`config.mk`:
```
export PLATFORM = sky130hd
export DESIGN_NAME = prog_instruction_memory_flat
export DESIGN_NICKNAME = d
export VERILOG_FILES = /design/src/rtl/prog_instruction_memory_pkg.sv /design/src/rtl/prog_instruction_memory_if.sv /design/src/rtl/prog_instruction_memory_button_edge_sync.sv /design/src/rtl/prog_instruction_memory.sv /design/src/flat_wrapper.sv
export SDC_FILE = /design/constraint.sdc
export NUM_CORES = 1
export LEC_CHECK = 0
export ABC_CLOCK_PERIOD_IN_PS = 10000
export CORE_MARGIN = 10
export CORE_UTILIZATION = 35
export DETAILED_ROUTE_END_ITERATION = 6
export SLEW_MARGIN = 15
export SYNTH_ARGS = -nofsm -noshare
export SYNTH_HDL_FRONTEND = slang
export SYNTH_SLANG_ARGS = --single-unit
```
`constraint.sdc`:
```
create_clock -name clk -period 10 [get_ports clk]
set_input_delay 2.5 -clock clk [delete_from_list [all_inputs] [get_ports clk]]
set_output_delay 2.5 -clock clk [all_outputs]
set_load 0.01 [all_outputs]
```
`src/rtl/prog_instruction_memory_pkg.sv`:
```
// Shared definitions for the front-panel instruction store: default sizes,
// the default word type and the helper that positions one switch chunk.
package prog_instruction_memory_pkg;

  localparam int INSTR_W_DEF = 16;
  localparam int DEPTH_DEF   = 64;
  localparam int CHUNK_W_DEF = 6;
  localparam int SLICE_W     = 64;

  typedef logic [INSTR_W_DEF-1:0] word_t;
  typedef logic [SLICE_W-1:0]     slice_t;

  // Chunk k lands MSB-first at bit (instr_w - (k+1)*chunk_w). The final
  // chunk may be narrower than chunk_w: it is right-aligned to bit 0 and the
  // surplus upper bits of the switch value are dropped.
  function automatic slice_t chunk_slice(input slice_t chunk, input int k,
                                         input int instr_w, input int chunk_w);
    int     lsb;
    int     width;
    slice_t mask;
    lsb   = instr_w - (k + 1) * chunk_w;
    width = (lsb < 0) ? (chunk_w + lsb) : chunk_w;
    if (lsb < 0) lsb = 0;
    mask  = (slice_t'(1) << width) - slice_t'(1);
    return (chunk & mask) << lsb;
  endfunction

endpackage

```
`src/rtl/prog_instruction_memory_if.sv`:
```
// Bus between the front panel / fetch stage and the instruction store.
interface prog_instruction_memory_if
  import prog_instruction_memory_pkg::*;
#(
  parameter int INSTR_W = INSTR_W_DEF,
  parameter int DEPTH   = DEPTH_DEF,
  parameter int ADDR_W  = $clog2(DEPTH),
  parameter int CHUNK_W = CHUNK_W_DEF,
  parameter int NCHUNK  = (INSTR_W + CHUNK_W - 1) / CHUNK_W,
  parameter int CIDX_W  = $clog2(NCHUNK) + 1
) ();

  logic               clk_enable;
  logic               load_mode;
  logic               button;
  logic [CHUNK_W-1:0] chunk_in;
  logic               rewind;
  logic [ADDR_W-1:0]  read_address;
  logic [INSTR_W-1:0] instruction_out;
  logic [ADDR_W:0]    word_count;
  logic [CIDX_W-1:0]  chunk_idx;
  logic               full;
  logic               word_done;

  modport master (
    output clk_enable, load_mode, button, chunk_in, rewind, read_address,
    input  instruction_out, word_count, chunk_idx, full, word_done
  );

  modport slave (
    input  clk_enable, load_mode, button, chunk_in, rewind, read_address,
    output instruction_out, word_count, chunk_idx, full, word_done
  );

endinterface

```
`src/rtl/prog_instruction_memory_button_edge_sync.sv`:
```
// Brings an asynchronous, externally debounced push-button into the clk
// domain and emits a single-cycle pulse on each press.
module button_edge_sync (
  input  logic clk,
  input  logic reset,
  input  logic button,
  output logic pulse
);

  logic sync_meta;
  logic sync_q;
  logic prev_q;

  // Two-flop synchroniser followed by a delayed copy for edge detection.
  always_ff @(posedge clk or negedge reset) begin
    if (!reset) begin
      sync_meta <= 1'b0;
      sync_q    <= 1'b0;
      prev_q    <= 1'b0;
    end else begin
      sync_meta <= button;
      sync_q    <= sync_meta;
      prev_q    <= sync_q;
    end
  end

  assign pulse = sync_q & ~prev_q;

endmodule

```
`src/rtl/prog_instruction_memory.sv`:
```
// Instruction store loaded chunk-by-chunk from front-panel switches on a
// button strobe and read by the fetch stage through a registered port.
module prog_instruction_memory
  import prog_instruction_memory_pkg::*;
#(
  parameter int INSTR_W = INSTR_W_DEF,
  parameter int DEPTH   = DEPTH_DEF,
  parameter int ADDR_W  = $clog2(DEPTH),
  parameter int CHUNK_W = CHUNK_W_DEF,
  parameter int NCHUNK  = (INSTR_W + CHUNK_W - 1) / CHUNK_W
) (
  input logic                      clk,
  input logic                      reset,
  prog_instruction_memory_if.slave bus
);

  localparam int                CIDX_W     = $clog2(NCHUNK) + 1;
  localparam logic [CIDX_W-1:0] LAST_CHUNK = CIDX_W'(NCHUNK - 1);
  localparam logic [ADDR_W:0]   FULL_COUNT = (ADDR_W + 1)'(DEPTH);

  logic               press;
  logic               strobe;
  logic               full;
  logic               commit;
  logic [CIDX_W-1:0]  chunk_idx_q;
  logic [CIDX_W-1:0]  chunk_idx_d;
  logic [ADDR_W:0]    word_count_q;
  logic [ADDR_W:0]    word_count_d;
  logic [INSTR_W-1:0] assembly_q;
  logic [INSTR_W-1:0] assembly_d;
  logic               word_done_q;
  logic [INSTR_W-1:0] chunk_placed;
  logic [INSTR_W-1:0] commit_word;
  logic [INSTR_W-1:0] read_data;
  logic [INSTR_W-1:0] instruction_q;
  logic [INSTR_W-1:0] mem [DEPTH];

  button_edge_sync u_button (
    .clk    (clk),
    .reset  (reset),
    .button (bus.button),
    .pulse  (press)
  );

  // The assembly register only ever holds earlier chunks, so OR-ing the
  // current chunk in at its slot yields the partial or complete word.
  assign chunk_placed = INSTR_W'(chunk_slice(slice_t'(bus.chunk_in),
                                             int'(chunk_idx_q), INSTR_W, CHUNK_W));
  assign commit_word  = assembly_q | chunk_placed;

  // Derived controls: full flag, accepted strobe and whole-word commit.
  always_comb begin
    full   = (word_count_q == FULL_COUNT);
    strobe = press & bus.load_mode & ~full;
    commit = strobe & ~bus.rewind & (chunk_idx_q == LAST_CHUNK);
  end

  // Next state: rewind beats everything, leaving load mode drops the
  // partial word, otherwise a strobe advances the chunk index.
  always_comb begin
    chunk_idx_d  = chunk_idx_q;
    word_count_d = word_count_q;
    assembly_d   = assembly_q;
    if (bus.rewind) begin
      chunk_idx_d  = '0;
      word_count_d = '0;
      assembly_d   = '0;
    end else if (!bus.load_mode) begin
      chunk_idx_d  = '0;
      assembly_d   = '0;
    end else if (commit) begin
      chunk_idx_d  = '0;
      word_count_d = word_count_q + (ADDR_W + 1)'(1);
      assembly_d   = '0;
    end else if (strobe) begin
      chunk_idx_d  = chunk_idx_q + CIDX_W'(1);
      assembly_d   = commit_word;
    end
  end

  // Loader state register; word_done is the registered commit.
  always_ff @(posedge clk or negedge reset) begin
    if (!reset) begin
      chunk_idx_q  <= '0;
      word_count_q <= '0;
      assembly_q   <= '0;
      word_done_q  <= 1'b0;
    end else begin
      chunk_idx_q  <= chunk_idx_d;
      word_count_q <= word_count_d;
      assembly_q   <= assembly_d;
      word_done_q  <= commit;
    end
  end

  // Storage array; only complete words are written and it is never reset.
  always_ff @(posedge clk) begin
    if (commit) begin
      mem[word_count_q[ADDR_W-1:0]] <= commit_word;
    end
  end

  if (DEPTH == (1 << ADDR_W)) begin : g_read_pow2
    assign read_data = mem[bus.read_address];
  end else begin : g_read_guard
    assign read_data = (bus.read_address < ADDR_W'(DEPTH)) ? mem[bus.read_address] : '0;
  end

  // Registered read port, gated by the processor step/run enable.
  always_ff @(posedge clk or negedge reset) begin
    if (!reset) begin
      instruction_q <= '0;
    end else if (bus.clk_enable) begin
      instruction_q <= read_data;
    end
  end

  assign bus.instruction_out = instruction_q;
  assign bus.word_count      = word_count_q;
  assign bus.chunk_idx       = chunk_idx_q;
  assign bus.full            = full;
  assign bus.word_done       = word_done_q;

endmodule

```
`src/flat_wrapper.sv`:
```
// flat-port wrapper written by rule: the top's interface ports become plain ports
module prog_instruction_memory_flat import prog_instruction_memory_pkg::*;
#(
  parameter int INSTR_W = INSTR_W_DEF,
  parameter int DEPTH   = DEPTH_DEF,
  parameter int ADDR_W  = $clog2(DEPTH),
  parameter int CHUNK_W = CHUNK_W_DEF,
  parameter int NCHUNK  = (INSTR_W + CHUNK_W - 1) / CHUNK_W
)
  (clk, reset, bus_clk_enable, bus_load_mode, bus_button, bus_chunk_in, bus_rewind, bus_read_address, bus_instruction_out, bus_word_count, bus_chunk_idx, bus_full, bus_word_done);
  prog_instruction_memory_if #(.INSTR_W(INSTR_W), .DEPTH(DEPTH), .ADDR_W(ADDR_W), .CHUNK_W(CHUNK_W), .NCHUNK(NCHUNK)) bus_i ();
  input logic clk;
  input logic reset;
  input wire logic [$bits(bus_i.clk_enable)-1:0] bus_clk_enable;
  input wire logic [$bits(bus_i.load_mode)-1:0] bus_load_mode;
  input wire logic [$bits(bus_i.button)-1:0] bus_button;
  input wire logic [$bits(bus_i.chunk_in)-1:0] bus_chunk_in;
  input wire logic [$bits(bus_i.rewind)-1:0] bus_rewind;
  input wire logic [$bits(bus_i.read_address)-1:0] bus_read_address;
  output wire logic [$bits(bus_i.instruction_out)-1:0] bus_instruction_out;
  output wire logic [$bits(bus_i.word_count)-1:0] bus_word_count;
  output wire logic [$bits(bus_i.chunk_idx)-1:0] bus_chunk_idx;
  output wire logic [$bits(bus_i.full)-1:0] bus_full;
  output wire logic [$bits(bus_i.word_done)-1:0] bus_word_done;
  assign bus_i.clk_enable = bus_clk_enable;
  assign bus_i.load_mode = bus_load_mode;
  assign bus_i.button = bus_button;
  assign bus_i.chunk_in = bus_chunk_in;
  assign bus_i.rewind = bus_rewind;
  assign bus_i.read_address = bus_read_address;
  assign bus_instruction_out = bus_i.instruction_out;
  assign bus_word_count = bus_i.word_count;
  assign bus_chunk_idx = bus_i.chunk_idx;
  assign bus_full = bus_i.full;
  assign bus_word_done = bus_i.word_done;
  prog_instruction_memory #(.INSTR_W(INSTR_W), .DEPTH(DEPTH), .ADDR_W(ADDR_W), .CHUNK_W(CHUNK_W), .NCHUNK(NCHUNK)) u_core (.clk(clk), .reset(reset), .bus(bus_i));
endmodule
```
==> impl_metrics.ini, run 1 <==
[outcome]
status = complete, no violations

[clocking]
cts_buffers = 106
cts_hold_buffers = 0
cts_resized = 0
clock-sinks = 1070
post_cts_buffers = 0
clk_pin_slew_ns = 0.06
cts_tree = done
root_buffer = clkbuf_16
cts_max_path_buffers = 3
htreeDepth = 3
clk-insertion-delay-late_ns = 0.69

[critical_path]
crit_family = simple AND/OR/NAND/NOR gates
start_kind = flip-flop
critPathMaxStageDelay_ns = 0.75
critPathSlowestCell = dfrtp_1
cp_num_buf_inv = 3
path_cells = inv_1 > ha_1 > inv_1 > ha_1 > ha_1 > nor2b_1 > nor3_1 > or4_4 > and2_0 > or3_1 > ha_1 > nand2_1 > nor4_1 > nand4_1 > a21oi_1 > mux2_2 > o21ai_4 > buf_4
arrival_ns = 7.04
end_kind = flip-flop
r2r_setup_slack_ns = 3.29
critical_path.most_common_cell = ha_1
worst-path-max-fanout = 64
cp.required_ns = 10.32
critical_path_class = reg2reg

[timing]
rsz0062_at_grt = no
fin_crit_sh_pct = 67.1
fin_setup_tns_ns = 0
worst_pin_slew_ns = 1.13
max_slew_margin_pct = 24.6
hold_ws_ns = 0.357
final_hold_viol_count = 0
finalCriticalPeriod_ns = 6.71
slew_violations = 0
clock_skew_ns = 0.0407
setup_viol = 0
max_freq_mhz = 149

[synth]
yosysTopAreaCell = edfxtp_1
ys_top_cells_by_count = 1024 x edfxtp_1, 304 x mux4_2, 92 x nor2_1, 46 x dfrtp_1, 45 x clkbuf_1
synth_area_leaders = edfxtp_1 73%, mux4_2 16%, dfrtp_1 2.7%
yosysMostFrequentCell = edfxtp_1
synth_area_um2 = 41900
synth-main-ff-cell = edfxtp_1
synth_seq_cells = 1070
ys_async_sr_fraction_pct = 4.30
ys.warnings.count = 0
synth_cells = 1915
synth_edf_count = 1024
synth.top_cell.area_share_pct = 73.4
synth_area_per_cell_um2 = 21.9
yosysSeqAreaShare_pct = 76.2
yosys.cell_types.count = 56

[finish]
nFillCells = 10279
nets = 2094
area_growth_pct = 15.3
drive_gt1_share_pct = 27.4

[pwr]
p_switching_mw = 1.96
p_total_mw = 9.41
ir_drop_uv = 143
internal-power_mw = 7.45
p_clk_share_pct = 43.5
p_leak_nw = 14.5
combPwrFrac_pct = 4.1
p_per_area_nw_per_um2 = 195
pwr-share-seq_pct = 52.4
sw_frac_of_total_pct = 20.8

[global_routing]
grt_max_degree = 85
grt_usage_pct = 14.9
antenna_found_initial = 4
grt_pass1_vias = 20589
grt_overflow = 0
grt_pass1_wl_mm = 149

[min_path]
hold_path.class = reg2reg

[routing]
first_pass_iters = 5
totalWireLength_mm = 102
num_vias = 20351
dr.first_iter.drc_count = 2276
routedWlPerCell_um = 27.2
via_per_inst = 5.42
drtAntennaViolNets = 0
drc_errors = 0

[die]
die_height_um = 366
die_area_um2 = 134000
start_util_pct = 35.4
die_x_um = 366
row_count = 126
pin_count = 46
core_um2 = 118000

[placement]
gp_congestion = 0.853
portBuffers = 45
dp_hpwl_mm = 59.1

[job]
cap_violations = 0
[cell usage in the layout, fill, tap and decap left out, types with 10 or more instances in the layout]
master	count
nand3_1	17
nor2_1	90
a211oi_1	18
dfrtp_1	46
clkdlybuf4s50_1	40
bufinv_16	16
clkbuf_16	106
ha_1	19
clkinv_2	21
inv_1	33
nand4_1	18
o21ai_1	17
nand2_1	30
or3_1	10
mux4_2	304
o22ai_1	18
buf_4	92
edfxtp_1	1024
clkbuf_1	13
clkinv_1	29
o2111ai_1	16
a21oi_1	12
mux2i_1	16
nand2b_1	22
[per-stage QoR]
step | cell area (um2) | util, % | worst slack, ns | instances
after CTS | 48300 | 40.8 | 3.41 | 3751
after floorplan | 41900 | - | 2.75 | 1916
after detailed placement | 44600 | 37.7 | 3.41 | 3549
after global routing | 48300 | 40.8 | 2.88 | 3751
final | 48300 | 40.8 | 3.29 | 3754
after global placement | 44600 | 37.7 | 3.71 | 3549
[sequential cells by signal, indices dropped and copies added, names as in the netlist]
| signal | flops |
|---|---|
| u_core.bus.word_count | 7 |
| u_core.bus.word_done | 1 |
| u_core.bus.chunk_idx | 3 |
| u_core.mem | 1024 |
| u_core.assembly_q | 16 |
| u_core.u_button.prev_q | 1 |
| u_core.u_button.sync_meta | 1 |
| u_core.u_button.sync_q | 1 |
| u_core.bus.instruction_out | 16 |
[power groups by stage]
stage	Sequential, mW	Combinational, mW	Clock (mW)
6_report	4.93	0.390	4.09
5_1_grt	4.93	0.418	4.34
4_1_cts	4.93	0.398	4.16
3_5_place_dp	5.02	0.398	0
3_3_place_gp	5.02	0.391	0
2_1_floorplan	5.02	0.239	0
[worst paths after layout]
kind / start / to / cells after the start
worst max-delay path: u_core.bus.chunk_idx[0] / u_core.mem[3][12] / 18
min in group asynchronous: reset / u_core.assembly_q[1] / 2
worst min register to register: u_core.u_button.sync_meta / u_core.u_button.sync_q / 0
worst min-delay path: u_core.u_button.sync_meta / u_core.u_button.sync_q / 0
worst max register to register: u_core.bus.chunk_idx[0] / u_core.mem[3][12] / 18
max in group asynchronous: reset / u_core.bus.instruction_out[2] / 2
[layout make-up]
type / instances / area, um2 / share of cell area, %
clock inverter: 80 / 870 / 1.80
timing repair buffer: 139 / 1180 / 2.44
clock buffer: 122 / 2740 / 5.68
inverter: 35 / 134 / 0.277
sequential: 1070 / 31900 / 66.1
antenna: 3 / 7.51 / 0.0156
multi-input combinational: 705 / 9440 / 19.5
tap: 1600 / 2000 / 4.15
[routing by layer]
metal	part of all wire [%]	wire length [um]	track usage, %	vias to the layer above
met5	0.013	13	0	-
met4	2.1	2190	3.89	2
met3	7.0	7190	2.57	138
met2	48	49300	23.8	787
met1	43	43600	21.1	11079
li1	-	-	-	8345
[cell families after synthesis]
kind of cell | after synthesis | share of synthesized area, %
other cells | 1 | 0.00896
mux | 321 | 16.8
fa+ha+maj | 19 | 0.568
buf+inv | 141 | 1.57
xor+xnor | 9 | 0.188
flops | 1070 | 76.2
simple gates | 225 | 2.62
compound gates | 129 | 2.09
Note: power is estimated with default switching activity, not from simulation.
==> inputs of run 2 (changes only) <==
--- a/config.mk
+++ b/config.mk
@@ -5,7 +5,7 @@
 export SDC_FILE = /design/constraint.sdc
 export NUM_CORES = 1
 export LEC_CHECK = 0
-export ABC_CLOCK_PERIOD_IN_PS = 10000
+export ABC_CLOCK_PERIOD_IN_PS = 5700
 export CORE_MARGIN = 10
 export CORE_UTILIZATION = 35
 export DETAILED_ROUTE_END_ITERATION = 6
==> constraint.sdc (replaced) <==
create_clock -name clk -period 5.7 [get_ports clk]
set_input_delay 1.425 -clock clk [delete_from_list [all_inputs] [get_ports clk]]
set_output_delay 1.425 -clock clk [all_outputs]
set_load 0.01 [all_outputs]
==> run 2 against run 1 <==
Compared with the run above:
- final area up 0.24%
- first-iteration DRC count shrank 8.7%
- global-route usage fell by 0.072 points
- hold slack hardly changed
- clock power rose by 66%
- critical path type unchanged
- critical endpoint is now u_core.mem[25][12]
- highest routed layer is now met4
==> impl_metrics.ini, run 2 (synthesis gave the netlist of run 1 again) <==
[routing]
dr.first_iter.drc_count = 2078
totalWireLength_mm = 102
via_per_inst = 5.39
drtAntennaViolNets = 0
routedWlPerCell_um = 26.9
drc_errors = 0
num_vias = 20340
first_pass_iters = 6

[global_routing]
grt_usage_pct = 14.8
grt_overflow = 0
grt_max_degree = 65
grt_pass1_vias = 20702
grt_pass1_wl_mm = 148
antenna_found_initial = 1

[timing]
setup_viol = 0
finalCriticalPeriod_ns = 5.37
fin_crit_sh_pct = 94.2
clock_skew_ns = 0.0302
max_slew_margin_pct = 23.8
rsz0062_at_grt = yes
fin_setup_tns_ns = 0
worst_pin_slew_ns = 1.14
slew_violations = 0
max_freq_mhz = 186
final_hold_viol_count = 0
hold_ws_ns = 0.358

[job]
cap_violations = 0

[pwr]
internal-power_mw = 12.8
p_leak_nw = 14.7
sw_frac_of_total_pct = 20.6
ir_drop_uv = 255
pwr-share-seq_pct = 53.6
p_per_area_nw_per_um2 = 333
p_clk_share_pct = 42.0
combPwrFrac_pct = 4.4
p_switching_mw = 3.32
p_total_mw = 16.1

[clocking]
cts_hold_buffers = 0
root_buffer = clkbuf_16
clk-insertion-delay-late_ns = 0.68
clock-sinks = 1070
cts_max_path_buffers = 3
post_cts_buffers = 0
cts_tree = done
cts_buffers = 106
clk_pin_slew_ns = 0.06
cts_resized = 0
htreeDepth = 3

[critical_path]
end_kind = flip-flop
cp.required_ns = 6.11
worst-path-max-fanout = 33
critical_path_class = reg2reg
arrival_ns = 5.78
start_kind = flip-flop

[finish]
nFillCells = 10234
nets = 2130
n_antenna_cell = 0
layout_commonest_cell = edfxtp_1
largest_reg_flops = 1024
layout_common_cells = 1024 x edfxtp_1, 304 x mux4_2, 120 x buf_4
drive_gt1_share_pct = 28.0
fin_area_um2 = 48400
area_growth_pct = 15.5

[placement]
gp_congestion = 0.852
dp_hpwl_mm = 59.2
portBuffers = 45
placed_area_um2 = 45000

[die]
start_util_pct = 35.4
core_um2 = 118000
die_height_um = 366
pin_count = 46
die_area_um2 = 134000
row_count = 126
die_x_um = 366

[outcome]
status = complete, no violations

[min_path]
hold_path.class = reg2reg
-- run 2: area by class of cell --
type,instances,area [um2],area share [%]
sequential,1070,31900,65.9
multi-input combinational,705,9440,19.5
clock buffer,131,2810,5.81
tap,1600,2000,4.14
timing repair buffer,175,1550,3.20
clock inverter,60,552,1.14
inverter,35,134,0.277
-- run 2: worst max-delay path, stage by stage, from the launching register on --
cell and delay [ns]:
dfrtp_1 0.53, ha_2 0.38, xor2_1 0.21, ha_1 0.26
ha_1 0.31, nor2b_1 0.16, nor3_1 0.10, or4_4 0.57
and2_0 0.22, buf_4 0.20, or3_1 0.38, ha_1 0.19
nor4b_1 0.29, nand4_1 0.16, a21oi_1 0.26, mux2_2 0.32
o21ai_4 0.25, buf_12 0.26
-- run 2: metal layers --
| layer | share of wire [%] | global-route usage [%] | vias up |
|---|---|---|---|
| met5 | 0 | 0 | - |
| met4 | 2.4 | 4.00 | 0 |
| met3 | 8.4 | 3.70 | 163 |
| met2 | 48 | 23.7 | 870 |
| met1 | 41 | 20.2 | 10889 |
| li1 | - | - | 8418 |
-- run 2: power groups by stage --
stage	Combinational [mW]	Clock, mW	Sequential, mW
2_1_floorplan	0.421	0	8.80
3_3_place_gp	0.695	0	8.80
3_5_place_dp	0.711	0	8.80
4_1_cts	0.712	6.91	8.64
5_1_grt	0.755	7.21	8.63
6_report	0.703	6.77	8.64
-- run 2: final timing paths --
kind | from | to | slack (ns) | cells after the start
max reg2reg | u_core.bus.chunk_idx[1] | u_core.mem[25][12] | 0.33 | 17
max | u_core.bus.chunk_idx[1] | u_core.mem[25][12] | 0.33 | 17
min reg2reg | u_core.u_button.sync_meta | u_core.u_button.sync_q | 0.36 | 0
max in group asynchronous | reset | u_core.bus.instruction_out[5] | 4.29 | 2
min | u_core.u_button.sync_meta | u_core.u_button.sync_q | 0.36 | 0
min in group asynchronous | reset | u_core.bus.chunk_idx[1] | 0.87 | 2
-- run 2: through the flow --
| step | util, % | setup slack (ns) | std cells |
|---|---|---|---|
| finish | 40.9 | 0.330 | 3776 |
| global route | 40.9 | -0.0162 | 3776 |
| CTS | 40.9 | 0.357 | 3776 |
| detailed placement | 38.0 | 0.380 | 3585 |
| global placement | 38.0 | 0.554 | 3585 |
| floorplan | - | -0.476 | 1916 |
==> inputs of run 3 (changes only) <==
--- a/config.mk
+++ b/config.mk
@@ -13,3 +13,4 @@
 export SYNTH_ARGS = -nofsm -noshare
 export SYNTH_HDL_FRONTEND = slang
 export SYNTH_SLANG_ARGS = --single-unit
+export TNS_END_PERCENT = 1
==> results of run 3 <==
Same layout as run 2: the final DEF is identical, and so are final timing and power.
